==> src/rtl/gb_input_pkg.sv <==
// Shared button indices, JOYP select-bit positions and nibble type for the joypad input block.
package gb_input_pkg;

   localparam int BTN_RIGHT  = 0;
   localparam int BTN_LEFT   = 1;
   localparam int BTN_UP     = 2;
   localparam int BTN_DOWN   = 3;
   localparam int BTN_A      = 4;
   localparam int BTN_B      = 5;
   localparam int BTN_SELECT = 6;
   localparam int BTN_START  = 7;

   // Positions within the CPU-written p1_sel pair (JOYP bits 4 and 5).
   localparam int JOYP_DIR_SEL = 0;
   localparam int JOYP_ACT_SEL = 1;

   typedef logic [3:0] joyp_nib_t;

endpackage

==> src/rtl/gb_input_ctrl_if.sv <==
// Button/JOYP bundle between the board-facing side (master) and gb_input_ctrl (slave).
interface gb_input_ctrl_if #(
   parameter int unsigned NUM_CH = 8
);
   import gb_input_pkg::*;

   logic [NUM_CH-1:0] raw_btn;
   logic [1:0]        p1_sel;
   logic [NUM_CH-1:0] btn_state;
   logic [NUM_CH-1:0] press_evt;
   joyp_nib_t         p1_low;
   logic              joypad_irq;

   modport master (
      output raw_btn, p1_sel,
      input  btn_state, press_evt, p1_low, joypad_irq
   );

   modport slave (
      input  raw_btn, p1_sel,
      output btn_state, press_evt, p1_low, joypad_irq
   );

endinterface

==> src/rtl/input_debounce.sv <==
// One button channel: two-flop synchroniser, stability counter, debounced state and press pulse.
module input_debounce #(
   parameter int unsigned DEBOUNCE_CYCLES = 50000,
   parameter int unsigned CNT_W           = $clog2(DEBOUNCE_CYCLES)
) (
   input  logic clk,
   input  logic reset,
   input  logic raw_n_i,
   output logic state_o,
   output logic press_o
);

   logic             sync1_q, sync2_q;
   logic [CNT_W-1:0] cnt_q, cnt_d;
   logic             state_q, state_d;
   logic             press_q, press_d;
   logic             pressed_s;

   always_comb begin
      pressed_s = ~sync2_q;
      cnt_d     = cnt_q;
      state_d   = state_q;
      press_d   = 1'b0;
      if (pressed_s == state_q) begin
         cnt_d = '0;
      end else if (cnt_q == CNT_W'(DEBOUNCE_CYCLES - 1)) begin
         // Terminal count clears the counter, so it can never wrap.
         state_d = pressed_s;
         cnt_d   = '0;
         press_d = pressed_s;
      end else begin
         cnt_d = cnt_q + 1'b1;
      end
   end

   always_ff @(posedge clk) begin
      if (reset) begin
         sync1_q <= 1'b1;
         sync2_q <= 1'b1;
         cnt_q   <= '0;
         state_q <= 1'b0;
         press_q <= 1'b0;
      end else begin
         sync1_q <= raw_n_i;
         sync2_q <= sync1_q;
         cnt_q   <= cnt_d;
         state_q <= state_d;
         press_q <= press_d;
      end
   end

   assign state_o = state_q;
   assign press_o = press_q;

endmodule

==> src/rtl/gb_input_ctrl.sv <==
// N-channel debounced button block driving JOYP low nibble and the joypad interrupt.
// Optional build macro GB_INPUT_SOCD_FILTER_EN masks opposing directions in the JOYP path.
module gb_input_ctrl
   import gb_input_pkg::*;
#(
   parameter int unsigned NUM_CH          = 8,
   parameter int unsigned DEBOUNCE_CYCLES = 50000,
   parameter int unsigned CNT_W           = $clog2(DEBOUNCE_CYCLES)
) (
   input logic            clk,
   input logic            reset,
   gb_input_ctrl_if.slave joy_io
);

   logic [NUM_CH-1:0] btn_state;
   logic [NUM_CH-1:0] press_evt;
   joyp_nib_t         dir, act;
   joyp_nib_t         p1_low_q, p1_low_d;
   joyp_nib_t         p1_prev_q;
   logic              irq_q, irq_d;

   for (genvar g = 0; g < NUM_CH; g++) begin : g_ch
      input_debounce #(
         .DEBOUNCE_CYCLES (DEBOUNCE_CYCLES),
         .CNT_W           (CNT_W)
      ) u_db (
         .clk     (clk),
         .reset   (reset),
         .raw_n_i (joy_io.raw_btn[g]),
         .state_o (btn_state[g]),
         .press_o (press_evt[g])
      );
   end

   always_comb begin
      dir = btn_state[BTN_DOWN:BTN_RIGHT];
      act = btn_state[BTN_START:BTN_A];
`ifdef GB_INPUT_SOCD_FILTER_EN
      if (dir[BTN_LEFT] && dir[BTN_RIGHT]) begin
         dir[BTN_LEFT]  = 1'b0;
         dir[BTN_RIGHT] = 1'b0;
      end
      if (dir[BTN_UP] && dir[BTN_DOWN]) begin
         dir[BTN_UP]   = 1'b0;
         dir[BTN_DOWN] = 1'b0;
      end
`endif
      p1_low_d = ~(({4{~joy_io.p1_sel[JOYP_DIR_SEL]}} & dir) |
                   ({4{~joy_io.p1_sel[JOYP_ACT_SEL]}} & act));
      // Any 1->0 fall, including one exposed by a select change, requests the interrupt.
      irq_d = |(p1_prev_q & ~p1_low_q);
   end

   always_ff @(posedge clk) begin
      if (reset) begin
         p1_low_q  <= 4'hF;
         p1_prev_q <= 4'hF;
         irq_q     <= 1'b0;
      end else begin
         p1_low_q  <= p1_low_d;
         p1_prev_q <= p1_low_q;
         irq_q     <= irq_d;
      end
   end

   assign joy_io.btn_state  = btn_state;
   assign joy_io.press_evt  = press_evt;
   assign joy_io.p1_low     = p1_low_q;
   assign joy_io.joypad_irq = irq_q;

endmodule

==> src/flat_wrapper.sv <==
// flat-port wrapper written by rule: the top's interface ports become plain ports
module gb_input_ctrl_flat import gb_input_pkg::*;
#(
   parameter int unsigned NUM_CH          = 8,
   parameter int unsigned DEBOUNCE_CYCLES = 50000,
   parameter int unsigned CNT_W           = $clog2(DEBOUNCE_CYCLES)
)
  (clk, reset, joy_io_raw_btn, joy_io_p1_sel, joy_io_btn_state, joy_io_press_evt, joy_io_p1_low, joy_io_joypad_irq);
  gb_input_ctrl_if #(.NUM_CH(NUM_CH)) joy_io_i ();
  input logic clk;
  input logic reset;
  input wire logic [$bits(joy_io_i.raw_btn)-1:0] joy_io_raw_btn;
  input wire logic [$bits(joy_io_i.p1_sel)-1:0] joy_io_p1_sel;
  output wire logic [$bits(joy_io_i.btn_state)-1:0] joy_io_btn_state;
  output wire logic [$bits(joy_io_i.press_evt)-1:0] joy_io_press_evt;
  output wire logic [$bits(joy_io_i.p1_low)-1:0] joy_io_p1_low;
  output wire logic [$bits(joy_io_i.joypad_irq)-1:0] joy_io_joypad_irq;
  assign joy_io_i.raw_btn = joy_io_raw_btn;
  assign joy_io_i.p1_sel = joy_io_p1_sel;
  assign joy_io_btn_state = joy_io_i.btn_state;
  assign joy_io_press_evt = joy_io_i.press_evt;
  assign joy_io_p1_low = joy_io_i.p1_low;
  assign joy_io_joypad_irq = joy_io_i.joypad_irq;
  gb_input_ctrl #(.NUM_CH(NUM_CH), .DEBOUNCE_CYCLES(DEBOUNCE_CYCLES), .CNT_W(CNT_W)) u_core (.clk(clk), .reset(reset), .joy_io(joy_io_i));
endmodule
==> config.mk <==
export PLATFORM = sky130hd
export DESIGN_NAME = gb_input_ctrl_flat
export DESIGN_NICKNAME = d
export VERILOG_FILES = /design/src/rtl/gb_input_pkg.sv /design/src/rtl/gb_input_ctrl_if.sv /design/src/rtl/input_debounce.sv /design/src/rtl/gb_input_ctrl.sv /design/src/flat_wrapper.sv
export SDC_FILE = /design/constraint.sdc
export NUM_CORES = 1
export LEC_CHECK = 0
export BUFFER_PORTS_ARGS = -buffer_cell sky130_fd_sc_hd__buf_4
export CAP_MARGIN = 20
export CORE_MARGIN = 2
export CORE_UTILIZATION = 68
export CTS_BUF_LIST = sky130_fd_sc_hd__clkbuf_2
export DETAILED_ROUTE_END_ITERATION = 16
export GPL_TIMING_DRIVEN = 0
export PLACE_DENSITY_LB_ADDON = 0.12
export SLEW_MARGIN = 10
export SYNTH_ARGS = -nofsm -noshare
export SYNTH_HDL_FRONTEND = slang
export SYNTH_SLANG_ARGS = --single-unit
==> constraint.sdc <==
create_clock -name clk -period 5.5 [get_ports clk]
set_input_delay 0.55 -clock clk [delete_from_list [all_inputs] [get_ports clk]]
set_output_delay 0.55 -clock clk [all_outputs]
set_load 0.1 [all_outputs]
# Word-level counts from Yosys, hierarchy flattened
# Index checks and enable logic that the tools add are counted.
[classes] addsub=8 eq_ne=16 n_bitwise=32 n_reduce_logical=25
[op_table] cell="$add A16 B1 Y16 const B" n=8
[op_table] cell="$eq A16 B16 Y1 const B" n=8
[op_table] cell="$reduce_or A3 Y1" n=16
[op_table] cell="$not A1 Y1" n=26
[op_table] cell="$reduce_and A2 Y1" n=8
[op_table] cell="$and A4 B4 Y4" n=3
[op_table] cell="$eq A1 B1 Y1" n=8
[op_table] cell="$not A4 Y4" n=2
[op_table] cell="$or A4 B4 Y4" n=1
[op_table] cell="$reduce_or A4 Y1" n=1
[word_totals] register_bits=169

# Longest topological paths before layout
[depth] word_depth=4 depth_mapped=6 ltp_nobuf=5

# Modules after synthesis
# A second synthesis with hierarchy kept.
[hier_totals] cells_unflattened=766 area_unflattened_um2=7320.8
[modules_own_cells] mod="input_debounce" n_inst=8 cells_each=92 area_per_inst_um2=873.3
[modules_own_cells] mod="gb_input_ctrl" n_inst=1 cells_each=30 area_per_inst_um2=334.1

# Least setup slack after synthesis
# Ideal clock, no wire load.
[synth_timing] kind="reg2reg" start="register u_core.g_ch[2].u_db.cnt_q[11]" end="register u_core.g_ch[2].u_db.cnt_q[10]" setup_time_ns=0.115 arrival_ns=1.691 required_ns=5.385 slack_ns=3.695 path_stages_with_launch=6 n_path_buf=1 path_cell_list="dfxtp_1 or4_1 or4_4 nand2_2 buf_4 nor2_1"
[synth_via] elab_chain_len=2
[synth_lines] item="from (decl)" line="input_debounce.sv:14" rtl="logic [CNT_W-1:0] cnt_q, cnt_d;"
[synth_lines] item="from (signal assigned)" line="input_debounce.sv:46" rtl="cnt_q <= cnt_d;"
[synth_lines] item="$eq A16 B16 Y1" line="input_debounce.sv:26" rtl="end else if (cnt_q == CNT_W'(DEBOUNCE_CYCLES - 1)) begin"
[synth_lines] item="$reduce_or A3 Y1 (no source line)"
# Every way passes these cells.
# A chain may end at the register's enable or synchronous reset.

# Final worst setup path
[layout_timing] start="register u_core.g_ch[3].u_db.cnt_q[0]" end="register u_core.g_ch[3].u_db.cnt_q[12]"
[layout_via] elab_chain_len=2 word_cells_on_any_way=3 classes_between="add/sub (1); eq/ne (1); reduce/logical (1)"
[layout_lines] item="from (decl)" line="input_debounce.sv:14"
[layout_lines] item="from (signal assigned)" line="input_debounce.sv:46"
[layout_lines] item="parallel branches: the longest is 2 deep, another holds $add A16 B1 Y16"
# Parallel ways; which one is timed is not known.

==> out/qor.txt <==
Status = finished, final reports clean
Worst flop-to-flop path startpoint = u_core.g_ch[3].u_db.cnt_q[0]$_SDFF_PP0_
Worst Max-Slew Pin Slew = 549 ps
Initial antenna violation count = 0
Fin. Hold Viols = 0
Setup TNS = 0 ps
Final Util = 0.770
Tot GR Track Use = 0.253
DP HPWL = 9540 um
Setup Skew = 22.5 ps
I/O pin count = 33
Post-route cell area = 0.00785 sq mm
Layout area overhead = 11.4%
Top-area cell type share of the netlist area = 0.480
CP arrival = 2880 ps
Synth cell types = 44
Syn nets = 805
Hold wc startpoint = reset
Die X-Extent = 106 um
Core area = 0.0102 sq mm
Post-Route WL = 13,600 um
Peak VDD IR = 0.192 mV
Clk slew on worst S/H paths = 230 ps
Worst skew pair latency = 750 ps
Met1 usage = 0.317
Drt first pass iters = 5
WP buf/inv = 1
Pin count of the biggest net entering global routing = 17
CP max FO = 10
Final min period = 2230 ps
Nets = 867
Clock sink total = 169
Die height = 106 um
Register area = 0.00338 sq mm
# port buffers = 32
Critical Path Sink Type = flip-flop
Commonest non-fill, non-tap cell in the layout = dfxtp_1
CTS resizes = 0
# diodes = 0
CTS H-tree depth = 4
Seq/Total Area, Yosys = 0.480
F_max = 0.449 GHz
PD cells = 256 mW/mm^2
Leading area contributor after synthesis = dfxtp_1
Synth area leaders = dfxtp_1, xnor2_1, nor2_1
Grt ovf = 0
Combinational Power Share = 0.020
Area of the multi-input gates = 0.00334 sq mm
Crit-path max cell delay = 600 ps
Tightest Hold Check Type = input port to flip-flop
First-pass GRT wire length = 22,700 um
Switching power total = 456 uW
WL per Instance = 13.7 um
Fill count = 742
M2 GR Usage = 0.421
Yosys warnings = 0
Worst slew margin = 0.630
CTS tree = built
# setup viols final = 0
Critical Path Source Type = flip-flop
Via density = 5.56
Vias = 5,535
Mapped Cells = 785
Clock share of power = 0.364
Switching Fraction = 0.227
Layout cells sized above 1 = 0.142
Clock buffer depth = 2
Post-route DRC = 0
Sequential power share = 0.617
Dpl cell area = 0.00745 sq mm
Detail Route Antenna Nets = 0
Root Driver = clkbuf_2
Pins over their slew limit = 0
Leakage = 0.00251 uW
Initial Utilization = 0.692
Number of max-cap violations = 0
CTS Buf Count = 17
RSZ-0062 raised after global routing = false
Yosys reg bits = 169
Vias in the first global route = 5,176
Die area = 0.0112 sq mm
CP Class = flip-flop to flip-flop
Internal = 1550 uW
GR Layer Usage met3 = 0.0631
Tcrit/Tclk final = 0.405
Slowest library cell on the worst path = nor4_1
Top delay family on crit path = simple AND/OR/NAND/NOR gates
Most frequent cells in the layout = dfxtp_1, nor2_1, xnor2_1, buf_4, nand3_1
Row count = 37
RePlAce Congestion = 0.843
Drt first-iter violations = 286
Crit path cell chain = ha_1, nand3_1, nor4_1, a211o_1, buf_2, nor2_1
Most Crowded Layer GR = met2
Mapped Area = 0.00704 sq mm
Syn Area/Cell = 8.97 sq um
WP data required = 6160 ps
Critical path origin = u_core.g_ch[3].u_db.cnt_q[0]$_SDFF_PP0_
[layout make-up]
cell class,instances,share of cell area
Inverter,35,0.0167
Clock inverter,15,0.0250
Multi-Input combinational cell,551,0.426
Clock buffer,17,0.0108
Buffer,30,0.0241
Timing Repair Buffer,43,0.0447
Sequential cell,169,0.431
Tap cell,136,0.0217
[Yosys cell counts (all sizes together)]
master / instances
o31ai: 2
o21ai: 2
and2: 4
nand2: 41
a31o: 1
xnor2: 91
and4b: 1
nor4: 39
or3: 2
or4b: 2
and3: 13
buf: 22
a221oi: 1
nor4b: 3
or2: 27
ha: 8
nand4bb: 1
or4: 7
inv: 35
nand2b: 6
nand4: 28
nor4bb: 5
a211o: 4
nand3: 44
nor2: 143
dfxtp: 169
xor2: 23
o22ai: 5
and4: 2
nor3: 29
nand4b: 3
clkbuf: 8
a21oi: 11
or3b: 1
a211oi: 2
[power groups by stage]
stage	registers, uW	logic, uW	clock network [uW]
floorplan	1260	19.2	0
global placement	1260	32.8	0
detailed placement	1260	34.0	0
CTS	1240	39.3	745
global route	1240	43.8	792
finish	1240	39.6	731
[layer usage]
layer  share of wire  up-vias
met5               0        -
met4           0.013        0
met3           0.040       16
met2            0.49      116
met1            0.45     2617
li1                -     2786
[cells by family after synthesis]
family | count (synthesis) | synth area share
fa+ha+maj | 8 | 0.0142
flops | 169 | 0.480
simple gates | 401 | 0.292
xor+xnor | 114 | 0.142
compound gates | 28 | 0.0261
buf+inv | 65 | 0.0455
[flip-flops by register name (all words and copies together) (netlist names)]
name and cells:
u_core.joy_io.joypad_irq 1, u_core.g_ch.u_db.state_o 8, u_core.p1_prev_q 4, u_core.g_ch.u_db.sync2_q 8, u_core.joy_io.p1_low 4, u_core.g_ch.u_db.sync1_q 8, u_core.g_ch.u_db.cnt_q 128, u_core.g_ch.u_db.press_o 8
[metrics by stage]
step | worst slack [ps] | power (uW) | hold slack [ps] | std cells
floorplan | 3690 | 1280 | 389 | 785
CTS | 3250 | 2020 | 4.20 | 995
global route | 3050 | 2080 | 123 | 996
finish | 3270 | 2010 | 186 | 996
global placement | 3400 | 1290 | 391 | 953
detailed placement | 3320 | 1300 | 393 | 953
[worst reg2reg max path, delay by kind of cell, from the launching register on]
family	cells	cell delay (ps)
flops	1	420
simple gates	3	930
compound gates	1	330
buf+inv	1	260
fa+ha+maj	1	200
[repair_timing]
item,CTS,global route
hold buffers,10,1
setup endpoints to repair,0,0
buffers inserted,0,0
hold endpoints to repair,10,1
[path summary, 6_finish.rpt]
| kind | to | slack (ps) | cells after the start |
|---|---|---|---|
| worst min register to register | u_core.g_ch[7].u_db.sync2_q$_SDFF_PP1_ | 420 | 1 |
| worst max register to register | u_core.g_ch[3].u_db.cnt_q[12]$_SDFF_PP0_ | 3270 | 6 |
| worst max-delay path | u_core.g_ch[3].u_db.cnt_q[12]$_SDFF_PP0_ | 3270 | 6 |
| worst min-delay path | u_core.g_ch[2].u_db.cnt_q[2]$_SDFF_PP0_ | 190 | 3 |
(Power assumes the default switching activity.)
